`config.mk`:
```
export PLATFORM = sky130hd
export DESIGN_NAME = multicycle_controller
export DESIGN_NICKNAME = d
export VERILOG_FILES = /design/src/rtl/multicycle_controller.sv
export SDC_FILE = /design/constraint.sdc
export NUM_CORES = 1
export LEC_CHECK = 0
export ABC_AREA = 1
export CORE_MARGIN = 1
export CORE_UTILIZATION = 42
export DETAILED_ROUTE_END_ITERATION = 12
export GPL_TIMING_DRIVEN = 1
export PLACE_DENSITY = 0.85
export SYNTH_ARGS = -nofsm -noshare
export SYNTH_HDL_FRONTEND = slang
export SYNTH_SLANG_ARGS = --single-unit
export TNS_END_PERCENT = 20
```
`constraint.sdc`:
```
create_clock -name clk -period 1.7 [get_ports clk]
set_input_delay 0.34 -clock clk [delete_from_list [all_inputs] [get_ports clk]]
set_output_delay 0.34 -clock clk [all_outputs]
set_load 0.005 [all_outputs]
```
`src/rtl/multicycle_controller.sv`:
```
// multicycle_controller
//   FSM controller for a shared-memory, single-ALU multicycle ARM datapath.
//   Decodes Instr[31:12] (presented here as Instr[19:0]) and drives the
//   datapath selects and write enables one state at a time. It also holds
//   the NZCV flag register and evaluates the condition field.
//
// Ports
//   clk         system clock
//   reset       synchronous, active-high reset
//   mem_ready   memory handshake (only when MC_CTRL_MEM_WAIT_EN is defined)
//   Instr       instruction bits [31:12] from the instruction register
//   ALUFlags    {N,Z,C,V} from the ALU in the current cycle
//   PCWrite     PC register enable
//   AdrSrc      memory address select: 0=PC, 1=ALU result register
//   MemWrite    data memory write enable
//   IRWrite     instruction register enable
//   ResultSrc   result mux: 00=ALUOut, 01=Data, 10=ALUResult
//   ALUSrcA     ALU A select: 0=RD1, 1=PC
//   ALUSrcB     ALU B select: 00=RD2, 01=ExtImm, 10=constant 4
//   ALUControl  00=ADD, 01=SUB, 10=AND, 11=ORR
//   ImmSrc      immediate extender select (Instr[27:26])
//   RegSrc      register-address selects: [0]=branch, [1]=memory
//   RegWrite    register file write enable
//   state_o     current state, debug only
//
// Optional feature
//   MC_CTRL_MEM_WAIT_EN: adds mem_ready. FETCH, MEMREAD and MEMWRITE wait
//   for mem_ready=1; IRWrite, PCWrite (FETCH) and MemWrite fire only in the
//   ready cycle. Without the macro memory is always ready.
module multicycle_controller #(
  parameter int STATE_W = 4
) (
  input  logic               clk,
  input  logic               reset,
`ifdef MC_CTRL_MEM_WAIT_EN
  input  logic               mem_ready,
`endif
  input  logic [19:0]        Instr,
  input  logic [3:0]         ALUFlags,
  output logic               PCWrite,
  output logic               AdrSrc,
  output logic               MemWrite,
  output logic               IRWrite,
  output logic [1:0]         ResultSrc,
  output logic               ALUSrcA,
  output logic [1:0]         ALUSrcB,
  output logic [1:0]         ALUControl,
  output logic [1:0]         ImmSrc,
  output logic [1:0]         RegSrc,
  output logic               RegWrite,
  output logic [STATE_W-1:0] state_o
);

  typedef enum logic [STATE_W-1:0] {
    S_FETCH    = STATE_W'(0),
    S_DECODE   = STATE_W'(1),
    S_MEMADR   = STATE_W'(2),
    S_MEMREAD  = STATE_W'(3),
    S_MEMWB    = STATE_W'(4),
    S_MEMWRITE = STATE_W'(5),
    S_EXECUTER = STATE_W'(6),
    S_EXECUTEI = STATE_W'(7),
    S_ALUWB    = STATE_W'(8),
    S_BRANCH   = STATE_W'(9)
  } state_t;

  state_t     state_q, state_d;
  logic [3:0] flags_q, flags_d;     // {N,Z,C,V}
  logic       cond_ex_q, cond_ex_d;

  // Instruction fields (Instr[k] is instruction bit k+12)
  logic [1:0] op;
  logic       i_bit;
  logic [3:0] cmd;
  logic       s_bit;
  logic [3:0] rd;
  logic [3:0] cond;
  assign op    = Instr[15:14];
  assign i_bit = Instr[13];
  assign cmd   = Instr[12:9];
  assign s_bit = Instr[8];
  assign rd    = Instr[3:0];
  assign cond  = Instr[19:16];

  // Rn is consumed by the datapath, not by the controller.
  logic unused_rn;
  assign unused_rn = ^Instr[7:4];

  logic mem_rdy;
`ifdef MC_CTRL_MEM_WAIT_EN
  assign mem_rdy = mem_ready;
`else
  assign mem_rdy = 1'b1;
`endif

  // Condition evaluation against the stored flags
  logic flag_n, flag_z, flag_c, flag_v, cond_ex;
  assign {flag_n, flag_z, flag_c, flag_v} = flags_q;

  always_comb begin
    cond_ex = 1'b0;
    case (cond)
      4'b0000: cond_ex = flag_z;
      4'b0001: cond_ex = ~flag_z;
      4'b0010: cond_ex = flag_c;
      4'b0011: cond_ex = ~flag_c;
      4'b0100: cond_ex = flag_n;
      4'b0101: cond_ex = ~flag_n;
      4'b0110: cond_ex = flag_v;
      4'b0111: cond_ex = ~flag_v;
      4'b1000: cond_ex = flag_c & ~flag_z;
      4'b1001: cond_ex = ~(flag_c & ~flag_z);
      4'b1010: cond_ex = (flag_n == flag_v);
      4'b1011: cond_ex = (flag_n != flag_v);
      4'b1100: cond_ex = ~flag_z & (flag_n == flag_v);
      4'b1101: cond_ex = flag_z | (flag_n != flag_v);
      4'b1110: cond_ex = 1'b1;
      default: cond_ex = 1'b0;
    endcase
  end

  // ALU decode; unsupported commands fall back to ADD and never touch flags
  logic [1:0] alu_dec;
  logic [1:0] flag_w;
  always_comb begin
    alu_dec = 2'b00;
    flag_w  = 2'b00;
    case (cmd)
      4'b0100: begin alu_dec = 2'b00; flag_w = {s_bit, s_bit}; end
      4'b0010: begin alu_dec = 2'b01; flag_w = {s_bit, s_bit}; end
      4'b0000: begin alu_dec = 2'b10; flag_w = {s_bit, 1'b0};  end
      4'b1100: begin alu_dec = 2'b11; flag_w = {s_bit, 1'b0};  end
      default: begin alu_dec = 2'b00; flag_w = 2'b00;          end
    endcase
  end

  // Next state and per-state outputs
  logic pc_write_c, mem_write_c, ir_write_c, reg_write_c;
  always_comb begin
    state_d     = S_FETCH;
    pc_write_c  = 1'b0;
    mem_write_c = 1'b0;
    ir_write_c  = 1'b0;
    reg_write_c = 1'b0;
    AdrSrc      = 1'b0;
    ResultSrc   = 2'b00;
    ALUSrcA     = 1'b0;
    ALUSrcB     = 2'b00;
    ALUControl  = 2'b00;
    case (state_q)
      S_FETCH: begin
        ir_write_c = mem_rdy;
        pc_write_c = mem_rdy;
        ALUSrcA    = 1'b1;
        ALUSrcB    = 2'b10;
        ResultSrc  = 2'b10;
        state_d    = mem_rdy ? S_DECODE : S_FETCH;
      end
      S_DECODE: begin
        ALUSrcA   = 1'b1;
        ALUSrcB   = 2'b10;
        ResultSrc = 2'b10;
        case (op)
          2'b00:   state_d = i_bit ? S_EXECUTEI : S_EXECUTER;
          2'b01:   state_d = S_MEMADR;
          2'b10:   state_d = S_BRANCH;
          default: state_d = S_FETCH;
        endcase
      end
      S_MEMADR: begin
        ALUSrcB = 2'b01;
        state_d = s_bit ? S_MEMREAD : S_MEMWRITE;  // bit 20 is L here
      end
      S_MEMREAD: begin
        AdrSrc  = 1'b1;
        state_d = mem_rdy ? S_MEMWB : S_MEMREAD;
      end
      S_MEMWB: begin
        ResultSrc = 2'b01;
        // A load into R15 redirects the PC instead of the register file
        if (rd == 4'hF) pc_write_c  = cond_ex_q;
        else            reg_write_c = cond_ex_q;
      end
      S_MEMWRITE: begin
        AdrSrc      = 1'b1;
        mem_write_c = cond_ex_q & mem_rdy;
        state_d     = mem_rdy ? S_FETCH : S_MEMWRITE;
      end
      S_EXECUTER: begin
        ALUControl = alu_dec;
        state_d    = S_ALUWB;
      end
      S_EXECUTEI: begin
        ALUSrcB    = 2'b01;
        ALUControl = alu_dec;
        state_d    = S_ALUWB;
      end
      S_ALUWB: begin
        if (rd == 4'hF) pc_write_c  = cond_ex_q;
        else            reg_write_c = cond_ex_q;
      end
      S_BRANCH: begin
        ALUSrcB    = 2'b01;
        ResultSrc  = 2'b10;
        pc_write_c = cond_ex_q;
      end
      default: state_d = S_FETCH;
    endcase
  end

  // Flags update at the end of an execute state, only if the instruction
  // actually executes.
  always_comb begin
    flags_d = flags_q;
    if (((state_q == S_EXECUTER) || (state_q == S_EXECUTEI)) && cond_ex_q) begin
      if (flag_w[1]) flags_d[3:2] = ALUFlags[3:2];
      if (flag_w[0]) flags_d[1:0] = ALUFlags[1:0];
    end
  end

  // Condition result is frozen at the end of DECODE so later flag changes
  // cannot alter an instruction already in flight.
  assign cond_ex_d = (state_q == S_DECODE) ? cond_ex : cond_ex_q;

  always_ff @(posedge clk) begin
    if (reset) begin
      state_q   <= S_FETCH;
      flags_q   <= 4'b0000;
      cond_ex_q <= 1'b0;
    end else begin
      state_q   <= state_d;
      flags_q   <= flags_d;
      cond_ex_q <= cond_ex_d;
    end
  end

  // Write enables are gated by reset so an aborted instruction writes nothing
  assign PCWrite  = pc_write_c  & ~reset;
  assign IRWrite  = ir_write_c  & ~reset;
  assign MemWrite = mem_write_c & ~reset;
  assign RegWrite = reg_write_c & ~reset;

  assign ImmSrc  = op;
  assign RegSrc  = {(op == 2'b01), (op == 2'b10)};
  assign state_o = state_q;

endmodule

```
# Word-level counts from Yosys, hierarchy flattened
# Index checks and enable logic that the tools add are counted.
word_totals:
  register_bits: 9
  output_inout_bits: 20
op_classes:
  eq_ne: 31
  reduce_logical: 16
  bitwise: 13
  n_mux: 18
ops:
  columns: ["operator", "count"]
  rows:
  - ["equality test 4 bit (second input constant)", 11]
  - ["equality test 4 x 3 -> 1 bit (second input constant)", 9]
  - ["equality test 4 x 2 -> 1 bit (second input constant)", 5]
  - ["case mux 4 bit (5 select lines)", 1]
  - ["case mux 1 bit (15 select lines)", 1]
  - ["zero test 4 bit", 3]
  - ["case mux 2 bit (2 select lines)", 3]
  - ["case mux 4 bit (3 select lines)", 1]
  - ["OR reduction 2 bit", 6]
  - ["equality test 4 x 1 -> 1 bit (second input constant)", 2]
  - ["2-to-1 mux 1 bit", 8]
  - ["bitwise AND 1 bit", 6]
  - ["inverter 1 bit", 6]
  - ["case mux 2 bit (3 select lines)", 1]
  - ["OR reduction 3 bit", 2]
  - ["AND reduction 2 bit", 2]
  - ["2-to-1 mux 3 bit", 1]
  - ["case mux 1 bit (3 select lines)", 1]
  - ["equality test 2 x 1 -> 1 bit (second input constant)", 1]
  - ["equality test 2 bit (second input constant)", 1]
  - ["zero test 2 bit", 1]
  - ["2-to-1 mux 2 bit", 1]
  - ["equality test 1 bit", 1]
  - ["logical AND 1 bit", 1]
  - ["3 further kinds", 3]

# Logic depth before layout (Yosys ltp)
logic_depth:
  word_depth: 4
  ltp_mapped: 10
  ltp_nobuf: 10

# Worst setup path after synthesis
# Ideal clock, no wire load.
synth_timing:
  path_kind: "reg2out"
  startpoint: "reg state_q[1], in the netlist state_o[1]"
  endpoint: "out PCWrite"
  required_time_ns: 1.360
  arrival_ns: 0.958
  setup_slack_ns: 0.402
  path_stages_with_launch: 7
  n_path_buf: 1
  path_cell_list: "dfxtp_1 buf_4 nor2_1 o21ai_0 o21ai_0 nand2_1 o21ai_0"
synth_between:
  elab_chain_len: 4
synth_lines:
  columns: ["item", "line_no", "source"]
  rows:
  - ["start, declared", "67", "state_t state_q, state_d;"]
  - ["start signal, assigned", "231", "state_q <= state_d;"]
  - ["equality test 4 bit / equality test 4 x 3 -> 1 bit (equally long branches)", "150", "case (state_q)"]
  - ["OR reduction 2 bit (no line)", null, null]
  - ["case mux 1 bit (3 select lines) *", "150", null]
  - ["bitwise AND 1 bit *", "238", "assign PCWrite = pc_write_c & ~reset;"]
  - ["end, declared", "40", "output logic PCWrite,"]
# Every way passes the cells marked *; elsewhere a longest branch is shown, timed or not.

# Worst setup path after layout
layout_timing:
  startpoint: "in Instr[9]"
  endpoint: "out ALUControl[0]"
layout_between:
  elab_chain_len: 3
layout_lines:
  columns: ["item", "line_no", "source"]
  rows:
  - ["start, declared", "38", "input logic [19:0] Instr,"]
  - ["equality test 4 bit (tied with other cells)", "128", "case (cmd)"]
  - ["case mux 2 bit (3 select lines) *", "128", null]
  - ["2-to-1 mux 2 bit *", "150", null]
  - ["end, declared", "47", "output logic [1:0] ALUControl,"]
# Marks and branches as above.

==> summary.txt <==
Placed design
  • PortBufs: slightly above 40
  • HPWL Detailed: between 2 and 2.5 mm
  • Routability cong.: 0.902

Yosys
  • Multiplexer area fraction after synthesis: 0%
  • Area share of xor/xnor cells in the synthesized design: 0%
  • Netlist cell types: 25
  • Synth Area in Compound Gates: ~14%
  • Mapped Cells: roughly 160
  • Syn_nets: roughly 180
  • Adder-Cell Fraction of Synth Area: 0%
  • Combinational family with the most area after synthesis: simple AND/OR/NAND/NOR gates
  • Post-synthesis sequential area ratio: 20.9%
  • #FFs+latches synth: 9
  • Synth Warn #: 0
  • Simple-gate share of the synthesized area: between 50 and 60%
  • Mapped Area: roughly 860 um2
  • Avg Cell Area, Syn: about 5.5 um2

Route
  • Number of iterations in the first detailed-routing pass: 4
  • DRC: 0
  • Final ANT Viol Nets: 0
  • Routed WL: ~3.0 mm
  • Wire length per cell: 11.8 um
  • DRT iter0 DRCs: 62
  • Vias/cell: approximately 5.1
  • Via count: roughly 1300

Critical path
  • Worst path cell trace: clkdlybuf4s50_1 -> nor2_2 -> nand3_1 -> a21oi_1 -> dlygate4sd2_1
  • CP startpoint kind: input port
  • CP startpoint: Instr[9]
  • Worst EP arrival: between 1000 and 1500 ps
  • Slowest stage delay, CP: between 400 and 500 ps
  • Largest fanout on the critical path: 3
  • Slowest CP cell: clkdlybuf4s50_1
  • Worst EP required: between 1000 and 1500 ps
  • Origin of the critical flop-to-flop path: state_o[3]
  • WS Path Type: in -> out
  • CP endpoint kind: output pin
  • Worst reg2reg path depth: 9

Timing
  • Fmax: approximately 560 MHz
  • Final period util: 105%
  • Final worst setup slack: -80.1 ps
  • Max Slew Vio Count: 0
  • Final setup vio count: 3
  • Final Hold Viols: 0
  • Slew @ Worst Pin: 292 ps
  • Max-slew headroom: approximately four fifths
  • Final min period: roughly 1800 ps
  • RSZ-0062 raised after global routing: yes
  • Fin Setup TNS: -141 ps
  • Setup Skew: approximately 7.5 ps

Floorplan
  • Core Box Area: between 1500 and 2000 um2
  • Die area: 2230 um2
  • Initial Util: 44.3%
  • I/O pin cnt: 46
  • Die width: approximately 47 um
  • Chip height: about 47 um
  • Row Count: 16

Clock network
  • Root Buffer: clkbuf_4
  • H-tree Lvls: 1
  • Worst skew pair latency: 270 ps
  • TritonCTS Buffers: 3
  • CTS tree: built
  • Clk slew on worst S/H paths: around 60 ps
  • CTS sink cnt: 9
  • Clock Tree Buf Depth: 2

Pwr
  • Pleak: about 0.76 nW
  • Overall power: just under 0.0007 W
  • PD cells: between 400 and 500 nW/um2
  • VDD IR-drop max: approximately 0.00044 V

Min path
  • Worst Hold Path Cells: 2
  • Hold WC Path Type: reg -> reg
  • Hold path startpoint: flags_q[1]

Global route
  • Pin count of the biggest net entering global routing: 9
  • GRT Resource Usage Total: ~29%
  • Antenna violations before repair: 0
  • Vias in the first global route: roughly 1100
  • First-pass GRT wire length: 4.46 mm
  • Total gr overflow: 0

Run
  • Max-Cap Viols: 0

Cells and area
  • Layout cell share with drive strength beyond 1: between 20% and 30%
  • Ant. Diodes: 0
  • Area growth from synthesis to layout: 75.7%
  • Final #Nets: 250

Outcome
  • Failing checks: setup timing
  • Run status: finished with violations
-- cell usage in the layout, fill, tap and decap left out, types with 4 or more instances in the layout --
master and count:
clkdlybuf4s50_1 26, inv_1 20, nor2_1 30, o21ai_0 7
nor2_2 4, dfxtp_1 5, a21oi_1 4, nand3_1 16
dlygate4sd2_1 6, nand2_1 36, buf_4 27
-- cells by family (layout without fill, tap and decap cells) --
logic type	Yosys count	count (layout)
and+or+nand+nor	99	99
buffers and inverters	28	95
AOI/OAI and AO/OA	20	20
DFF	9	9
-- layer usage --
metal  track usage, %  wire (um)
met4             12.0         65
met3             5.00        210
met5                0          0
met1             34.7       1250
met2             49.9       1430
-- final cells by class --
cell class                 count  area [um2]
multi-input combinational    119         596
fill                         154         429
tap                           27        33.8
clock buffer                   4        26.3
sequential                     9         188
timing repair buffer          68         581
inverter                      23        88.8
-- power breakdown --
part           total [W]  internal [W]  switching [W]  leakage [nW]
registers       0.000230      0.000220      0.0000106        0.0750
logic           0.000290      0.000158       0.000133         0.666
clock network   0.000172     0.0000907      0.0000813        0.0150
-- path summary, 6_finish.rpt --
path                   end  slack [ps]
max          ALUControl[0]         -80
max reg2reg     flags_q[2]         190
min             flags_q[1]         500
min reg2reg     flags_q[1]         500
-- registers in the layout, indices dropped and copies added, names as in the netlist --
signal	flops
flags_q	4
state_o	4
cond_ex_q	1
-- Yosys cell counts --
master / count / area share (%)
nor2_4: 2 / 2.6
nor3_4: 1 / 1.9
o32ai_1: 1 / 1.0
o21ai_2: 1 / 1.0
nand3b_1: 2 / 1.7
buf_4: 3 / 2.6
nand4_1: 2 / 1.5
nand3_1: 16 / 9.3
nand2_2: 1 / 0.73
nand2_1: 37 / 16
nand2_4: 1 / 1.3
a21oi_1: 5 / 2.9
clkbuf_1: 1 / 0.44
o211ai_1: 2 / 1.7
clkinv_1: 1 / 0.44
o22ai_1: 1 / 0.73
nor2_1: 34 / 15
nor4_1: 1 / 0.73
inv_2: 1 / 0.44
nor3_1: 2 / 1.2
a211oi_1: 1 / 0.87
o21ai_0: 9 / 5.2
inv_1: 21 / 9.2
dfxtp_1: 9 / 21
buf_2: 1 / 0.58
-- per-stage QoR --
| step | hold slack, ps | cell area, um2 | instances | utilization [%] | worst slack [ps] |
|---|---|---|---|---|---|
| floorplan | 457 | 861 | 156 | - | 402 |
| global placement | 486 | 1460 | 244 | 75.3 | -356 |
| detailed placement | 488 | 1460 | 244 | 75.3 | -433 |
| CTS | 498 | 1510 | 249 | 78.0 | -242 |
| global route | 538 | 1510 | 250 | 77.9 | -172 |
| finish | 501 | 1510 | 250 | 77.9 | -80.1 |
-- what timing repair did --
| item | 4_1_cts | 5_1_grt |
|---|---|---|
| setup buffers | 1 | 1 |
| hold buffers | 0 | 0 |
| endpoints found under the setup margin | 17 | 12 |
| pin swaps | 2 | 1 |
| resized for setup | 34 | 15 |
-- worst max-delay path: cells and delay by family --
kind | cells | cell delay [ps]
AO/OA/AOI/OAI | 1 | 160
buffers and inverters | 2 | 670
AND/OR/NAND/NOR | 2 | 270
Note: power is estimated with default switching activity, not from simulation.
